`config.mk`:
```
export PLATFORM = sky130hd
export DESIGN_NAME = ram_requester
export DESIGN_NICKNAME = d
export VERILOG_FILES = /design/src/rtl/ram_requester.sv
export SDC_FILE = /design/constraint.sdc
export NUM_CORES = 1
export LEC_CHECK = 0
export BUFFER_PORTS_ARGS = -buffer_cell sky130_fd_sc_hd__buf_2
export CORE_ASPECT_RATIO = 0.75
export CORE_UTILIZATION = 35
export DETAILED_ROUTE_END_ITERATION = 8
export HOLD_SLACK_MARGIN = 0.06
export PLACE_DENSITY = 0.64
export SLEW_MARGIN = 20
export SYNTH_ARGS = -nofsm -noshare
export SYNTH_HDL_FRONTEND = slang
export SYNTH_SLANG_ARGS = --single-unit
```
`constraint.sdc`:
```
create_clock -name clock -period 6.1 [get_ports clock]
set_clock_uncertainty 0.1 [all_clocks]
set_input_delay 0.305 -clock clock [delete_from_list [all_inputs] [get_ports clock]]
set_output_delay 0.305 -clock clock [all_outputs]
set_load 0.05 [all_outputs]
```
`src/rtl/ram_requester.sv`:
```
// ram_requester
//   Converts a valid/ready command stream into registered single-port RAM
//   accesses and returns read data, in issue order, through a small response
//   FIFO. Reads are credit-limited so that every read in flight is guaranteed
//   a FIFO slot; writes need no credit and produce no response.
//
// Optional feature: define RAM_REQ_BURST_EN to add cmd_len. One command then
//   produces cmd_len+1 accesses at consecutive (wrapping) addresses; a write
//   burst repeats cmd_wdata. Without the macro every command is one access.
//
// Ports
//   clock, reset          single rising-edge clock, synchronous active-high reset
//   cmd_valid/cmd_ready   command handshake
//   cmd_write             1 = write, 0 = read
//   cmd_addr, cmd_wdata   start word address, write data
//   cmd_len               burst length minus one (RAM_REQ_BURST_EN only)
//   rsp_valid/rsp_ready   response handshake
//   rsp_data              read data, FIFO-head register
//   ram_address, ram_wren, ram_write_data   registered RAM command
//   ram_read_data         RAM read data, READ_LAT cycles after the RAM samples
module ram_requester #(
    parameter  int WIDTH      = 8,
    parameter  int WORDS      = 2048,
    parameter  int RBUF_DEPTH = 4,
    parameter  int READ_LAT   = 2,
    localparam int ADDR_BITS  = $clog2(WORDS - 1)
) (
    input  logic                 clock,
    input  logic                 reset,
    input  logic                 cmd_valid,
    output logic                 cmd_ready,
    input  logic                 cmd_write,
    input  logic [ADDR_BITS-1:0] cmd_addr,
    input  logic [WIDTH-1:0]     cmd_wdata,
`ifdef RAM_REQ_BURST_EN
    input  logic [3:0]           cmd_len,
`endif
    output logic                 rsp_valid,
    input  logic                 rsp_ready,
    output logic [WIDTH-1:0]     rsp_data,
    output logic [ADDR_BITS-1:0] ram_address,
    output logic                 ram_wren,
    output logic [WIDTH-1:0]     ram_write_data,
    input  logic [WIDTH-1:0]     ram_read_data
);

    localparam int PTR_BITS = $clog2(RBUF_DEPTH);
    localparam int CNT_BITS = PTR_BITS + 1;
    localparam logic [CNT_BITS-1:0] DEPTH_C = CNT_BITS'(RBUF_DEPTH);
    localparam logic [PTR_BITS-1:0] PTR_ONE = PTR_BITS'(1);

    typedef enum logic {
        IDLE,
        BURST
    } state_t;

    state_t state, state_n;

    logic                 issue;
    logic                 issue_write;
    logic [ADDR_BITS-1:0] issue_addr;
    logic [WIDTH-1:0]     issue_wdata;
    logic                 rd_issue;
    logic                 credit_ok;

    // Reads in flight plus FIFO occupancy.
    logic [CNT_BITS-1:0]  used;

    logic                 rd_q;
    logic [READ_LAT-1:0]  tag;
    logic                 push;
    logic                 pop;

    logic [WIDTH-1:0]     mem [RBUF_DEPTH];
    logic [PTR_BITS-1:0]  wr_ptr, rd_ptr, rd_ptr_n;
    logic [CNT_BITS-1:0]  count, count_n;
    logic [WIDTH-1:0]     next_head;

`ifdef RAM_REQ_BURST_EN
    localparam logic [ADDR_BITS-1:0] ADDR_ONE = ADDR_BITS'(1);

    logic [ADDR_BITS-1:0] b_addr;
    logic [3:0]           b_left;
    logic                 b_write;
    logic [WIDTH-1:0]     b_wdata;
`endif

    // ------------------------------------------------------------------
    // Command FSM: next state and issue selection
    // ------------------------------------------------------------------
    always_comb begin
        credit_ok   = (used < DEPTH_C);
        cmd_ready   = 1'b0;
        issue       = 1'b0;
        issue_write = cmd_write;
        issue_addr  = cmd_addr;
        issue_wdata = cmd_wdata;
        state_n     = state;
        case (state)
            IDLE: begin
                cmd_ready = !reset && (cmd_write || credit_ok);
                issue     = cmd_valid && cmd_ready;
`ifdef RAM_REQ_BURST_EN
                if (issue && (cmd_len != 4'd0)) begin
                    state_n = BURST;
                end
`endif
            end
            BURST: begin
`ifdef RAM_REQ_BURST_EN
                issue_write = b_write;
                issue_addr  = b_addr;
                issue_wdata = b_wdata;
                // Read beats wait for credit one at a time.
                issue       = !reset && (b_write || credit_ok);
                if (issue && (b_left == 4'd1)) begin
                    state_n = IDLE;
                end
`else
                state_n = IDLE;
`endif
            end
            default: state_n = IDLE;
        endcase
        rd_issue = issue && !issue_write;
    end

    always_ff @(posedge clock) begin
        if (reset) begin
            state <= IDLE;
        end else begin
            state <= state_n;
        end
    end

`ifdef RAM_REQ_BURST_EN
    // b_addr/b_left describe the beats still to be issued after the first.
    always_ff @(posedge clock) begin
        if (reset) begin
            b_addr  <= '0;
            b_left  <= '0;
            b_write <= 1'b0;
            b_wdata <= '0;
        end else if (issue) begin
            if (state == IDLE) begin
                b_addr  <= cmd_addr + ADDR_ONE;
                b_left  <= cmd_len;
                b_write <= cmd_write;
                b_wdata <= cmd_wdata;
            end else begin
                b_addr  <= b_addr + ADDR_ONE;
                b_left  <= b_left - 4'd1;
            end
        end
    end
`endif

    // ------------------------------------------------------------------
    // Registered RAM command; idle cycles hold address and write data
    // ------------------------------------------------------------------
    always_ff @(posedge clock) begin
        if (reset) begin
            ram_address    <= '0;
            ram_wren       <= 1'b0;
            ram_write_data <= '0;
        end else if (issue) begin
            ram_address <= issue_addr;
            ram_wren    <= issue_write;
            if (issue_write) begin
                ram_write_data <= issue_wdata;
            end
        end else begin
            ram_wren <= 1'b0;
        end
    end

    // ------------------------------------------------------------------
    // Read tags: rd_q marks a read on the RAM port this cycle; the tag then
    // spends READ_LAT cycles in the shift register, matching the RAM's
    // sample-to-data latency, and its exit pushes ram_read_data.
    // ------------------------------------------------------------------
    always_ff @(posedge clock) begin
        if (reset) begin
            rd_q <= 1'b0;
            tag  <= '0;
        end else begin
            rd_q   <= rd_issue;
            tag[0] <= rd_q;
            for (int unsigned i = 1; i < READ_LAT; i++) begin
                tag[i] <= tag[i-1];
            end
        end
    end

    assign push = tag[READ_LAT-1];
    assign pop  = rsp_valid && rsp_ready;

    always_ff @(posedge clock) begin
        if (reset) begin
            used <= '0;
        end else begin
            used <= used + CNT_BITS'(rd_issue) - CNT_BITS'(pop);
        end
    end

    // ------------------------------------------------------------------
    // Response FIFO with registered head. The head register is loaded with
    // the entry that will be at the head after this edge, bypassing the
    // incoming word when it lands directly in the head slot.
    // ------------------------------------------------------------------
    always_comb begin
        rd_ptr_n  = pop ? (rd_ptr + PTR_ONE) : rd_ptr;
        count_n   = count + CNT_BITS'(push) - CNT_BITS'(pop);
        next_head = (push && (rd_ptr_n == wr_ptr)) ? ram_read_data : mem[rd_ptr_n];
    end

    always_ff @(posedge clock) begin
        if (push) begin
            mem[wr_ptr] <= ram_read_data;
        end
    end

    always_ff @(posedge clock) begin
        if (reset) begin
            wr_ptr    <= '0;
            rd_ptr    <= '0;
            count     <= '0;
            rsp_valid <= 1'b0;
            rsp_data  <= '0;
        end else begin
            if (push) begin
                wr_ptr <= wr_ptr + PTR_ONE;
            end
            rd_ptr    <= rd_ptr_n;
            count     <= count_n;
            rsp_valid <= (count_n != '0);
            rsp_data  <= (count_n != '0) ? next_head : '0;
        end
    end

endmodule

```
* After elaboration in Yosys (flattened, before gate mapping)
Memory sizes are Yosys's and may differ from the RTL's. A register that Yosys moved wholly into a read port is not among the register bits.
Cells that the tools add are included.
** Operators by class
- Add/subtract/negate cells :: 6
- Order comparisons :: 1
- Mux-type cells :: 3
- Bitwise logic cells :: 2
- Reductions and logical operators :: 11
** Operators by type and width (count)
- adder 3 x 1 -> 3 bit :: 2
- subtractor 3 x 1 -> 3 bit :: 2
- adder 2 x 1 -> 2 bit, second input constant :: 2
- logical AND 1 bit :: 4
- OR reduction 2 bit :: 2
- less-than comparator 3 bit, second input constant :: 1
- nonzero test 3 bit :: 1
- zero test 1 bit :: 2
- 2-to-1 mux 1 bit :: 2
- 2-to-1 mux 2 bit :: 1
- inverter 1 bit :: 2
- AND reduction 2 bit :: 1
- logical OR 1 bit :: 1
** Storage, ports and cells
- Flip-flop bits (word level) :: 34
- Memory bits (writable) :: 32
- Input bits :: 32
- Output and inout port bits :: 30
- Memories :: 1
** Memories
- mem :: depth 4, width 8, rd ports 1, clocked after Yosys merged registers in 1, write ports 1, RTL line 74 : logic [WIDTH-1:0] mem [RBUF_DEPTH];

* Logic depth before layout (Yosys ltp)
- Word-level depth :: 7
- Gate-level depth with buffers :: 13
- Gate-level depth less buffers :: 10

* Worst setup path before layout
No wires, ideal clock.
- Path kind :: register to register
- From :: register rsp_valid
- To :: register rsp_valid
- Arrival time :: 2.684 ns
- Path slack :: 3.183 ns
- Cell stages (with the launch flop) :: 12
- Path buffers :: 3
- Clock period less this slack :: 2.917 ns
- Cells stage by stage :: dfxtp_1 > buf_2 > nand2_1 > inv_1 > clkbuf_1 > nand2b_1 > fa_1 > xnor2_1 > xnor2_1 > a21o_1 > clkbuf_1 > inv_1
** On the way
- Longest elaborated chain between the ends :: 3
** Ends and longest elaborated chain
- from (decl) :: RTL line 38 : output logic rsp_valid,
- from (signal assigned) :: RTL line 236 : rsp_valid <= (count_n != '0);
- logical AND 1 bit :: RTL line 196 : assign pop = rsp_valid && rsp_ready;
- subtractor 3 x 1 -> 3 bit :: RTL line 213 : count_n = count + CNT_BITS'(push) - CNT_BITS'(pop);
- nonzero test 3 bit :: RTL line 236
Every way passes these cells.
A chain may end at the register's enable or synchronous reset.

* Worst setup path in the final report
- From :: register rsp_valid
- To :: register rsp_data[3], read port of mem
** On the way
- Longest elaborated chain between the ends :: 5
** Ends and longest elaborated chain
- logical AND 1 bit (*) :: RTL line 196
- subtractor 3 x 1 -> 3 bit :: RTL line 213
- nonzero test 3 bit :: RTL line 237 : rsp_data <= (count_n != '0) ? next_head : '0;
- inverter 1 bit (no line)
- OR reduction 2 bit (no line)
- to (decl) :: RTL line 40 : output logic [WIDTH-1:0] rsp_data,
Mark *: on every way between the ends. The rest lies on a longest branch, timed or not.

==> flow_metrics.tcl <==
set metrics [dict create \
    fp.dieW_um 116 \
    crit_start "rsp_valid$_SDFF_PP0_" \
    grt_pass1_vias 2193 \
    die_area_mm2 0.0101 \
    core_mm2 0.00920 \
    die_height_um 87.1 \
    routedWlPerCell_um 14.4 \
    hp-start "ram_read_data[4]" \
    path_max_fanout 28 \
    r2r_cells 8 \
    drc 0 \
    synth_mux_area_share_pct 5.51 \
    synthSimpleGateAreaFrac_pct 12.8 \
    drv_cap 0 \
    synth-seq-cells 74 \
    track_usage_pct 14.7 \
    dp_hpwl_mm 4.84 \
    cp.arrival_ns 3.71 \
    setup_violations 0 \
    hold-path-endpoint "mem[3][4]$_DFFE_PP_" \
    fp-row-count 30 \
    initial_core_util_pct 36.8 \
    path_class "register to register" \
    port_buffers 61 \
    fmax_mhz 277 \
    fin_crit_sh_pct 59.3 \
    htreeDepth 3 \
    synth-compound-area-share_pct 16.0 \
    cts.sinks 74 \
    timing.rr.end "rsp_data[3]$_SDFF_PP0_" \
    min_path_cells 1 \
    slew_viol_final 0 \
    viasPerCell 4.97 \
    netlist_instances 301 \
    worstMarginPinSlew_ns 0.964 \
    finalHoldViolCount 0 \
    clk_transition_reported_paths_ns 0.06 \
    reg2reg_from "rsp_valid$_SDFF_PP0_" \
    cts_setup_buffers 0 \
    antenna_found_initial 0 \
    relSlewSlack_pct 35.6 \
    placed_cell_area_mm2 0.00375 \
    yosysWarnings 0 \
    cts_inserted_buffers 9 \
    cts_root_buf "clkbuf_16" \
    overflow 0 \
    vias 2401 \
    syn_area_per_cell_um2 11.2 \
    diodes 0 \
    period_needed_ns 3.61 \
    cts_buffer_depth 2 \
    cts_tree "yes" \
    area_growth_pct 18.3 \
    synthAdderAreaFrac_pct 3.77 \
    clk_latency_ns 0.33 \
    status "finished, final reports clean" \
    syn_nets 342 \
    powerDensity_mw_per_mm2 376 \
    grt_pass1_wl_mm 11.0 \
    ir_drop_mv 0.142 \
    gp_congestion 0.743 \
    cts_resized 0 \
    wirelength_mm 6.95 \
    synthesis.area_mm2 0.00338 \
    cts_hold_buf 0 \
    rrSetupSlack_ns 2.49 \
    synthDistinctLibCells 39 \
    fillCellCount 872 \
    grt_max_degree 35 \
    synth_top_family_by_area "compound AO/OA/AOI/OAI gates" \
    ant_nets 0 \
    tns_ns 0 \
    cp_data_required_time_ns 6.19 \
    dr.pass1.iters 4 \
    critPathCaptureType "register" \
    hold_path.class "input pin to register" \
    rsz0062_at_grt "false" \
    synth_xor_area_share_pct 2.55 \
    fin_nets 391 \
    drtIter0Drc 177 \
    drive_gt1_share_pct 24.8 \
    ys_seq_area_share_pct 53.3 \
    power_leakage_nw 1.59 \
    ioPinCount 62 \
    startpoint_type "register" \
    fin_area_mm2 0.00400 \
]
-- state kept, by name, summed over array words and instances, names as in the netlist, 2 cells and up --
| register | flops |
|---|---|
| wr_ptr | 2 |
| ram_write_data | 8 |
| tag | 2 |
| count | 3 |
| rd_ptr | 2 |
| ram_address | 11 |
| mem | 32 |
| rsp_data | 8 |
| used | 3 |
-- per-stage QoR --
stage | hold WS, ns | instances | util, % | setup slack, ns | power, mW
floorplan | 0.277 | 301 | - | 3.18 | 0.969
global placement | 0.324 | 467 | 40.7 | 2.63 | 1.05
detailed placement | 0.335 | 467 | 40.7 | 2.52 | 1.06
global route | 0.0989 | 483 | 43.5 | 2.23 | 1.58
finish | 0.0994 | 483 | 43.5 | 2.49 | 1.51
CTS | 0.0881 | 483 | 43.5 | 2.53 | 1.52
-- cell type report --
type / instances / area [µm²] / area share (%)
sequential: 74 / 1800 / 45.0
clock buffer: 12 / 236 / 5.91
multi-input combinational: 178 / 1370 / 34.3
inverter: 24 / 90.1 / 2.25
tap: 128 / 160 / 4.00
clock inverter: 4 / 20.0 / 0.500
timing repair buffer: 63 / 320 / 8.00
-- worst max path at each step --
| stage | end | slack (ns) | cells past startpoint |
|---|---|---|---|
| after global placement | rsp_valid$_SDFF_PP0_ | 2.63 | 8 |
| after CTS | rsp_data[3]$_SDFF_PP0_ | 2.53 | 8 |
| final | rsp_data[3]$_SDFF_PP0_ | 2.49 | 8 |
| after detailed placement | rsp_data[3]$_SDFF_PP0_ | 2.52 | 8 |
| after global routing | rsp_data[7]$_SDFF_PP0_ | 2.23 | 9 |
| after floorplan | rsp_valid$_SDFF_PP0_ | 3.18 | 11 |
-- cell usage after synthesis --
cell type,number,area share [%]
dfxtp_1,42,25
edfxtp_1,32,28
inv_1,24,2.7
a211oi_1,21,4.7
nor2_1,17,1.9
mux2i_1,16,4.7
clkbuf_1,13,1.4
nand3_1,12,1.8
o21ai_0,11,1.6
nand4b_1,10,2.6
nand2b_1,9,1.7
a211oi_2,8,3.0
a21oi_1,8,1.2
o31ai_1,8,1.8
buf_2,7,1.0
ha_1,7,2.6
nor4bb_1,7,2.1
o2bb2ai_1,7,1.8
xnor2_1,7,1.8
nor2b_1,6,1.1
and2_1,4,0.74
nand2_1,4,0.44
buf_1,2,0.22
buf_4,2,0.44
fa_1,2,1.2
o211ai_1,2,0.44
a211o_1,1,0.26
a21bo_1,1,0.30
a21o_1,1,0.22
a22o_1,1,0.26
buf_6,1,0.33
mux2_2,1,0.33
mux2_4,1,0.44
nand3_2,1,0.30
nand3b_1,1,0.22
o21a_1,1,0.22
o221ai_1,1,0.26
xnor2_2,1,0.48
xor2_1,1,0.26
-- cells in the final DEF (no fill, tap or decap), drive strengths merged --
cell type / netlist / routed
o211ai: 2 / 2
a22o: 1 / 1
a211o: 1 / 1
mux2: 2 / 2
o21ai: 11 / 11
a21oi: 8 / 8
o21a: 1 / 1
o31ai: 8 / 8
and2: 4 / 4
fa: 2 / 2
clkinv: 0 / 4
nor2: 17 / 17
a21bo: 1 / 1
nor4bb: 7 / 7
ha: 7 / 7
nor2b: 6 / 6
nand4b: 10 / 10
xnor2: 8 / 8
clkbuf: 13 / 12
nand2b: 9 / 9
o221ai: 1 / 1
xor2: 1 / 1
nand3: 13 / 13
a21o: 1 / 1
mux2i: 16 / 16
o2bb2ai: 7 / 7
nand2: 4 / 4
dfxtp: 42 / 42
nand3b: 1 / 1
buf: 12 / 63
inv: 24 / 24
edfxtp: 32 / 32
a211oi: 29 / 29
-- cells by family (layout without fill, tap and decap cells) --
logic type | Yosys count | in the layout
buffers and inverters | 49 | 103
and+or+nand+nor | 71 | 71
DFF | 74 | 74
muxes | 18 | 18
adders and majority gates | 9 | 9
AOI/OAI and AO/OA | 71 | 71
xor gates and xnor gates | 9 | 9
-- routing by layer --
layer	routed length [µm]	vias to the layer above	part of all wire (%)	GRT usage [%]
met3	501	9	7.2	4.45
li1	-	1190	-	-
met4	99	0	1.4	5.67
met1	3400	1124	49	20.4
met2	2950	78	42	21.4
met5	0	-	0	0
-- power by group --
part,internal [mW],switching [mW],total (mW)
logic,0.139,0.286,0.425
clock network,0.272,0.186,0.458
registers,0.570,0.0525,0.622
-- worst max-delay path, stage by stage (launching register included) --
cell and delay [ns]:
dfxtp_1 0.86, nand2_1 0.45, inv_1 0.62, nand2b_1 0.20
fa_1 0.44, xnor2_1 0.17, xnor2_1 0.16, a21o_1 0.40
a211oi_2 0.07
Power figures use the tool's default switching activity.
